$ cat config.mk
export PLATFORM = sky130hd
export DESIGN_NAME = instr_fetch
export DESIGN_NICKNAME = d
export VERILOG_FILES = /design/src/rtl/instr_fetch.sv
export SDC_FILE = /design/constraint.sdc
export NUM_CORES = 1
export LEC_CHECK = 0
export CORE_UTILIZATION = 45
export CTS_BUF_LIST = sky130_fd_sc_hd__clkbuf_4 sky130_fd_sc_hd__clkbuf_8 sky130_fd_sc_hd__clkbuf_16
export CTS_CLUSTER_SIZE = 20
export DETAILED_ROUTE_END_ITERATION = 8
export DONT_BUFFER_PORTS = 1
export GPL_ROUTABILITY_DRIVEN = 0
export GPL_TIMING_DRIVEN = 0
export PLACE_DENSITY = 0.6
export SLEW_MARGIN = 25
export SYNTH_ARGS = -nofsm -noshare
export SYNTH_HDL_FRONTEND = slang
export SYNTH_SLANG_ARGS = --single-unit
$ cat constraint.sdc
create_clock -name clk -period 4.7 [get_ports clk]
set_input_delay 1.41 -clock clk [delete_from_list [all_inputs] [get_ports clk]]
set_output_delay 1.41 -clock clk [all_outputs]
set_load 0.005 [all_outputs]
$ cat src/rtl/instr_fetch.sv
`default_nettype none
// ==========================================================================
// Module  : instr_fetch
// Brief   : credit-limited instruction fetch with redirect flush and queue
// Revision: 1.0
// ==========================================================================
module instr_fetch #(
  parameter logic [31:0] RESET_PC = 32'h0,
  parameter int unsigned QDEPTH   = 4
) (
  input  logic        clk,
  input  logic        reset,
  input  logic        redirect_valid,
  input  logic [31:0] redirect_pc,
  output logic        imem_req_valid,
  input  logic        imem_req_ready,
  output logic [31:0] imem_req_addr,
  input  logic        imem_rsp_valid,
  input  logic [31:0] imem_rsp_data,
  output logic        inst_valid,
  input  logic        inst_ready,
  output logic [31:0] inst_data,
  output logic [31:0] inst_pc
);

  localparam int unsigned        c_cnt_w = $clog2(QDEPTH + 1);
  localparam int unsigned        c_ptr_w = $clog2(QDEPTH);
  localparam logic [c_cnt_w:0]   c_depth = (c_cnt_w + 1)'(QDEPTH);
  localparam logic [c_ptr_w-1:0] c_last  = c_ptr_w'(QDEPTH - 1);

  logic [31:0]        fetch_pc_q, fetch_pc_d;
  logic [31:0]        exp_pc_q, exp_pc_d;
  logic [c_cnt_w-1:0] inflight_q, inflight_d;
  logic [c_cnt_w-1:0] drop_cnt_q, drop_cnt_d;
  logic [c_cnt_w-1:0] count_q, count_d;
  logic [c_ptr_w-1:0] rd_ptr_q, rd_ptr_d;
  logic [c_ptr_w-1:0] wr_ptr_q, wr_ptr_d;
  logic [63:0]        mem_q [QDEPTH];
  logic [63:0]        mem_d [QDEPTH];

  logic               w_req_fire;
  logic               w_rsp_fire;
  logic               w_drop;
  logic               w_push;
  logic               w_pop;
  logic [c_cnt_w:0]   w_occupancy;

  function automatic logic [c_ptr_w-1:0] ptr_inc(input logic [c_ptr_w-1:0] p);
    return (p == c_last) ? '0 : p + c_ptr_w'(1);
  endfunction

  // Credits cover both queued words and requests still in flight, so a
  // kept response always finds a free FIFO slot.
  assign w_occupancy    = {1'b0, inflight_q} + {1'b0, count_q};
  assign imem_req_valid = ~reset & (w_occupancy < c_depth);
  assign imem_req_addr  = fetch_pc_q;
  assign inst_valid     = ~reset & (count_q != '0);
  assign inst_data      = mem_q[rd_ptr_q][31:0];
  assign inst_pc        = mem_q[rd_ptr_q][63:32];

  assign w_req_fire = imem_req_valid & imem_req_ready;
  assign w_rsp_fire = imem_rsp_valid;
  assign w_drop     = redirect_valid | (drop_cnt_q != '0);
  assign w_push     = w_rsp_fire & ~w_drop;
  assign w_pop      = inst_valid & inst_ready & ~redirect_valid;

  always_comb begin
    fetch_pc_d = fetch_pc_q;
    exp_pc_d   = exp_pc_q;
    inflight_d = inflight_q + c_cnt_w'(w_req_fire) - c_cnt_w'(w_rsp_fire);
    drop_cnt_d = drop_cnt_q;
    count_d    = count_q;
    rd_ptr_d   = rd_ptr_q;
    wr_ptr_d   = wr_ptr_q;
    mem_d      = mem_q;

    if (redirect_valid) begin
      fetch_pc_d = redirect_pc;
    end else if (w_req_fire) begin
      fetch_pc_d = fetch_pc_q + 32'd4;
    end

    // Everything still outstanding after this edge belongs to the old path.
    if (redirect_valid) begin
      drop_cnt_d = inflight_d;
    end else if (w_rsp_fire && (drop_cnt_q != '0)) begin
      drop_cnt_d = drop_cnt_q - c_cnt_w'(1);
    end

    if (redirect_valid) begin
      exp_pc_d = redirect_pc;
    end else if (w_push) begin
      exp_pc_d = exp_pc_q + 32'd4;
    end

    if (w_push) begin
      mem_d[wr_ptr_q] = {exp_pc_q, imem_rsp_data};
    end

    if (redirect_valid) begin
      count_d  = '0;
      rd_ptr_d = '0;
      wr_ptr_d = '0;
    end else begin
      if (w_push) wr_ptr_d = ptr_inc(wr_ptr_q);
      if (w_pop)  rd_ptr_d = ptr_inc(rd_ptr_q);
      count_d = count_q + c_cnt_w'(w_push) - c_cnt_w'(w_pop);
    end
  end

  always_ff @(posedge clk) begin
    if (reset) begin
      fetch_pc_q <= RESET_PC;
      exp_pc_q   <= RESET_PC;
      inflight_q <= '0;
      drop_cnt_q <= '0;
      count_q    <= '0;
      rd_ptr_q   <= '0;
      wr_ptr_q   <= '0;
    end else begin
      fetch_pc_q <= fetch_pc_d;
      exp_pc_q   <= exp_pc_d;
      inflight_q <= inflight_d;
      drop_cnt_q <= drop_cnt_d;
      count_q    <= count_d;
      rd_ptr_q   <= rd_ptr_d;
      wr_ptr_q   <= wr_ptr_d;
    end
    mem_q <= mem_d;
  end

  always_ff @(posedge clk) begin
    if (!reset && imem_rsp_valid) begin
      assert (inflight_q != '0)
        else $error("instr_fetch: response with no request in flight");
    end
  end

endmodule
`default_nettype wire
==> impl_metrics.json, run 1 <==
{
  "drc_errors": 0,
  "die_w_um": 177,
  "place_ws_ps": 662,
  "status": "finished clean",
  "rows": 63,
  "rsz0062_at_grt": "false",
  "cp.arrival_ps": 2940,
  "peakVddDrop_mv": 0.266,
  "cpPeakStageDelay_ps": 740,
  "yosysMostFrequentCell": "edfxtp_1",
  "grt.total_usage": 0.197,
  "htree_levels": 2,
  "grtUsageMet2": 0.304,
  "hold_ws_ps": 481,
  "seq_area_um2": 9230,
  "core-area_um2": 29800,
  "slew_viol_final": 0,
  "cap_violations": 0,
  "tns_ps": 0,
  "stdcell_area_um2": 15500,
  "dr.pass1.iters": 5,
  "setup_slack_ps": 354,
  "hp-class": "reg2reg",
  "synth_top_area_cell": "edfxtp_1",
  "drive_gt1_frac": 0.149,
  "synth_cell_types": 56,
  "portBuffers": 0,
  "syn-cell-area_um2": 13700,
  "rr_worst_depth": 10,
  "hold_viol_final": 0,
  "cp.required_ps": 3290,
  "antenna_found_initial": 0,
  "via_per_inst": 5.84,
  "wirelength_mm": 30.4,
  "crit_path_end_kind": "primary output",
  "cts_hold_buf": 0,
  "netlist.area_leader.share": 0.561,
  "grt_pass1_wl_mm": 46.5,
  "startpoint_type": "register",
  "syn_area_per_cell_um2": 15.4,
  "top_usage_layer": "met2",
  "cts_tree": "built",
  "fillCellCount": 2501,
  "cts.sinks": 333,
  "max-slew-margin-rel": 0.278,
  "gr-total-overflow": 0,
  "synth_top_cells_by_area": "edfxtp_1 (56%), dfxtp_1 (11%), mux4_2 (11%), ha_1 (1.4%), o31a_1 (1.2%)",
  "pwr_density_cell_nw_per_um2": 426,
  "use_met1": 0.277,
  "antennaDiodeCount": 0,
  "synth_ff_type": "edfxtp_1",
  "cts_buffer_depth": 3,
  "die-height_um": 177,
  "post-cts-setup-buffers": 0,
  "syn_nets": 976,
  "dieArea_um2": 31200,
  "multi_input_area_um2": 4180,
  "drtAntennaViolNets": 0,
  "yosysSeqAreaShare": 0.673,
  "max_freq_mhz": 230,
  "synth_edf_count": 256,
  "clockRootBuffer": "clkbuf_16",
  "critPathKind": "reg2out",
  "finClkSkew_ps": 14.3,
  "numCtsBuffers": 36,
  "hpwl_mm": 20.6,
  "grt_pass1_vias": 7780,
  "ios": 168,
  "setup_viol": 0,
  "num_vias": 7872,
  "finalNetCount": 1018,
  "final.min_clock_period_ps": 4350,
  "path_cells": "buf_1 > buf_1 > mux4_2",
  "syn2layout_area_growth_pct": 12.7,
  "worst_slew_pin_slew_ps": 1070,
  "syn_inst": 889,
  "critPathMaxFanout": 10,
  "grt_max_degree": 45,
  "path_clk_slew_ps": 60,
  "start_util": 0.460,
  "place_area_um2": 14300,
  "synth_commonest_cells": "edfxtp_1 (256), dfxtp_1 (77), mux4_2 (64), nand2_1 (40), inv_1 (38)",
  "post-route-period-util": 0.925,
  "insertion_delay_ps": 510,
  "grtUsageMet3": 0.0517,
  "crit_top_cell": "buf_1",
  "yosysWarningCount": 0,
  "wire_per_inst_um": 22.6,
  "fin_total_pwr_mw": 6.58,
  "cts_resized": 0,
  "ys_ff_latch": 333,
  "drtIter0Drc": 565,
  "hold_depth": 2,
  "async_reset_ff_frac": 0,
  "slowest_stage": "buf_1",
  "p_leak_nw": 4.90
}
through the flow:
stage | instances | utilization
2_1_floorplan | 889 | -
3_3_place_gp | 1279 | 0.477
3_5_place_dp | 1283 | 0.480
4_1_cts | 1347 | 0.519
5_1_grt | 1347 | 0.519
6_report | 1347 | 0.519
path summary, 6_finish.rpt:
kind / slack, ps / to / from
worst max-delay path: 350 / inst_pc[13] / rd_ptr_q[0]
worst min register to register: 480 / imem_req_addr[1] / imem_req_addr[1]
worst max register to register: 1580 / drop_cnt_q[2] / count_q[2]
worst min-delay path: 480 / imem_req_addr[1] / imem_req_addr[1]
kinds of logic (layout without fill, tap and decap cells):
group	Yosys count	after routing	share of synthesized area
and+or+nand+nor	234	234	0.0968
xor gates and xnor gates	20	20	0.0128
AOI/OAI and AO/OA	132	132	0.0688
DFF	333	333	0.673
adders and majority gates	17	17	0.0166
muxes	68	68	0.108
buffers and inverters	85	153	0.0239
critical path, delay by kind of cell, from the launching register on:
family,cells,cell delay [ps]
multiplexers,1,670
buffers and inverters,2,1390
flip-flops,1,380
area by class of cell:
class | instances | area share
clock inverter | 19 | 0.00988
buffer | 47 | 0.0120
sequential | 333 | 0.597
inverter | 38 | 0.00923
clock buffer | 45 | 0.0638
timing repair buffer | 4 | 0.00615
tap | 390 | 0.0316
multi-input combinational | 471 | 0.270
cell usage in the layout, fill, tap and decap left out, drive strengths merged, types with 4 or more instances in the layout:
master,n
a211oi,16
a21boi,13
a21oi,31
a311oi,6
a31oi,5
and2,8
and3,12
and4,14
buf,18
clkbuf,78
clkinv,14
dfxtp,77
edfxtp,256
ha,15
inv,39
mux2i,4
mux4,64
nand2,40
nand3,20
nand4,23
nor2,33
nor2b,9
nor3,18
nor4,26
o21ai,7
o21bai,9
o31a,19
o31ai,9
or2,5
or4,10
or4b,5
xnor2,12
xor2,8
registers in the layout (all words and copies together), names as in the netlist:
signal and count:
wr_ptr_q 2, count_q 3, drop_cnt_q 3, rd_ptr_q 2, inflight_q 3, imem_req_addr 32, mem_q 256, exp_pc_q 32
power breakdown:
group	switching, mW	internal [mW]
Combinational	0.264	0.191
Sequential	0.107	3.31
Clock	1.10	1.60
Total	1.47	5.11
per-layer routing:
metal | share of wire | routed length, um | up-vias
met2 | 0.45 | 13800 | 283
li1 | - | - | 3643
met4 | 0.018 | 541 | 0
met5 | 0 | 0 | -
met3 | 0.079 | 2390 | 43
met1 | 0.45 | 13700 | 3903
No activity file was read; power rests on OpenSTA's default activity.
==> run 2, diff against run 1 <==
--- a/config.mk
+++ b/config.mk
@@ -5,6 +5,7 @@
 export SDC_FILE = /design/constraint.sdc
 export NUM_CORES = 1
 export LEC_CHECK = 0
+export CORE_MARGIN = 2
 export CORE_UTILIZATION = 45
 export CTS_BUF_LIST = sky130_fd_sc_hd__clkbuf_4 sky130_fd_sc_hd__clkbuf_8 sky130_fd_sc_hd__clkbuf_16
 export CTS_CLUSTER_SIZE = 20
==> impl_metrics.json, run 2 (synthesis results as in run 1) <==
{
  "grt.total_usage": 0.196,
  "cts_tree": "built",
  "wirelength_mm": 30.9,
  "drtIter0Drc": 694,
  "post-route-period-util": 0.927,
  "drc_errors": 0,
  "cp.arrival_ps": 2950,
  "finClkSkew_ps": 22.5,
  "wl_met2_mm": 14.2,
  "cts_buffer_depth": 3,
  "layout_common_cells": "edfxtp_1 (256), dfxtp_1 (77), mux4_2 (64)",
  "crit_path_end_kind": "primary output",
  "rsz0062_at_grt": "false",
  "peakVddDrop_mv": 0.246,
  "cap_violations": 0,
  "via_per_inst": 5.90,
  "core-area_um2": 29800,
  "rows": 63,
  "antenna_found_initial": 0,
  "cp.required_ps": 3290,
  "crit_top_cell": "buf_1",
  "hpwl_mm": 20.9,
  "numCtsBuffers": 37,
  "stdcell_area_um2": 15500,
  "cts_resized": 0,
  "dp.cells": 1283,
  "pwr_density_cell_nw_per_um2": 429,
  "drt-met1-wl_mm": 13.6,
  "startpoint_type": "register",
  "path_cells": "buf_1 > buf_1 > mux4_2",
  "wire_per_inst_um": 22.9,
  "highest_layer": "met4",
  "finalNetCount": 1019,
  "hold_viol_final": 0,
  "num_vias": 7941,
  "worst_slew_pin_slew_ps": 983,
  "portBuffers": 0,
  "max-slew-margin-rel": 0.339,
  "stdcell_count": 1347,
  "antennaDiodeCount": 0,
  "gr-total-overflow": 0,
  "final.min_clock_period_ps": 4360,
  "place_area_um2": 14300,
  "insertion_delay_ps": 510,
  "drive_gt1_frac": 0.152,
  "grt_pass1_vias": 7979,
  "grt_pass1_wl_mm": 47.1,
  "htree_levels": 2,
  "syn2layout_area_growth_pct": 13.0,
  "slowest_stage": "buf_1",
  "die_w_um": 179,
  "dr.pass1.iters": 5,
  "regToRegSetupSlack_ps": 1580,
  "setup_viol": 0,
  "critPathKind": "reg2out",
  "ios": 168,
  "cpPeakStageDelay_ps": 750,
  "cp_top_family": "buffers and inverters",
  "status": "finished clean",
  "grt_max_degree": 45,
  "max_freq_mhz": 230,
  "largest_reg_flops": 256,
  "hp-class": "reg2reg",
  "cts.sinks": 333,
  "die-height_um": 179,
  "critPathMaxFanout": 10,
  "clockRootBuffer": "clkbuf_16",
  "largest_register": "mem_q",
  "drtAntennaViolNets": 0,
  "dieArea_um2": 31900,
  "cts_hold_buf": 0,
  "path_clk_slew_ps": 60,
  "slew_viol_final": 0,
  "path_buf_inv": 2,
  "post-cts-setup-buffers": 0,
  "start_util": 0.460,
  "wl_met3_mm": 2.58,
  "layout_commonest_cell": "edfxtp_1",
  "p_leak_nw": 4.92
}
run 2: final cells by class:
class                      count  area [um2]
multi-input combinational    471        4180
fill                        2481       14300
sequential                   333        9230
inverter                      38         143
tap                          390         488
clock buffer                  49        1020
buffer                        47         185
clock inverter                15         149
timing repair buffer           4        95.1
run 2: metal layers:
layer | track usage | vias to the layer above
met5 | 0 | -
met4 | 0.0440 | 0
met3 | 0.0505 | 38
met2 | 0.304 | 300
met1 | 0.279 | 3969
li1 | - | 3634
run 2: worst min-delay path, delay by kind of cell (launching register included):
family             cells  cell delay (ps)
DFF                    1              330
AOI/OAI and AO/OA      1               50
and+or+nand+nor        1               60
run 2: per-stage QoR:
| stage | worst slack (ps) | power [mW] | hold WS [ps] | TNS (ps) | util |
|---|---|---|---|---|---|
| global placement | -843 | 3.93 | 478 | -209590 | 0.477 |
| CTS | 211 | 6.72 | 494 | 0 | 0.520 |
| finish | 344 | 6.65 | 484 | 0 | 0.520 |
| floorplan | 619 | 3.78 | 453 | 0 | - |
| detailed placement | 676 | 3.94 | 486 | 0 | 0.480 |
| global route | 36.6 | 6.89 | 512 | 0 | 0.520 |
run 2: worst paths after layout:
| path | start | end | cells after the start |
|---|---|---|---|
| setup reg to reg | count_q[2] | drop_cnt_q[2] | 10 |
| setup / recovery | rd_ptr_q[0] | inst_pc[13] | 3 |
| hold / removal | imem_req_addr[0] | imem_req_addr[0] | 2 |
| hold reg to reg | imem_req_addr[0] | imem_req_addr[0] | 2 |
run 2: report_power, final:
group	internal (mW)	switching (mW)	total (mW)
sequential	3.32	0.106	3.42
combinational	0.191	0.262	0.453
clock	1.69	1.09	2.78
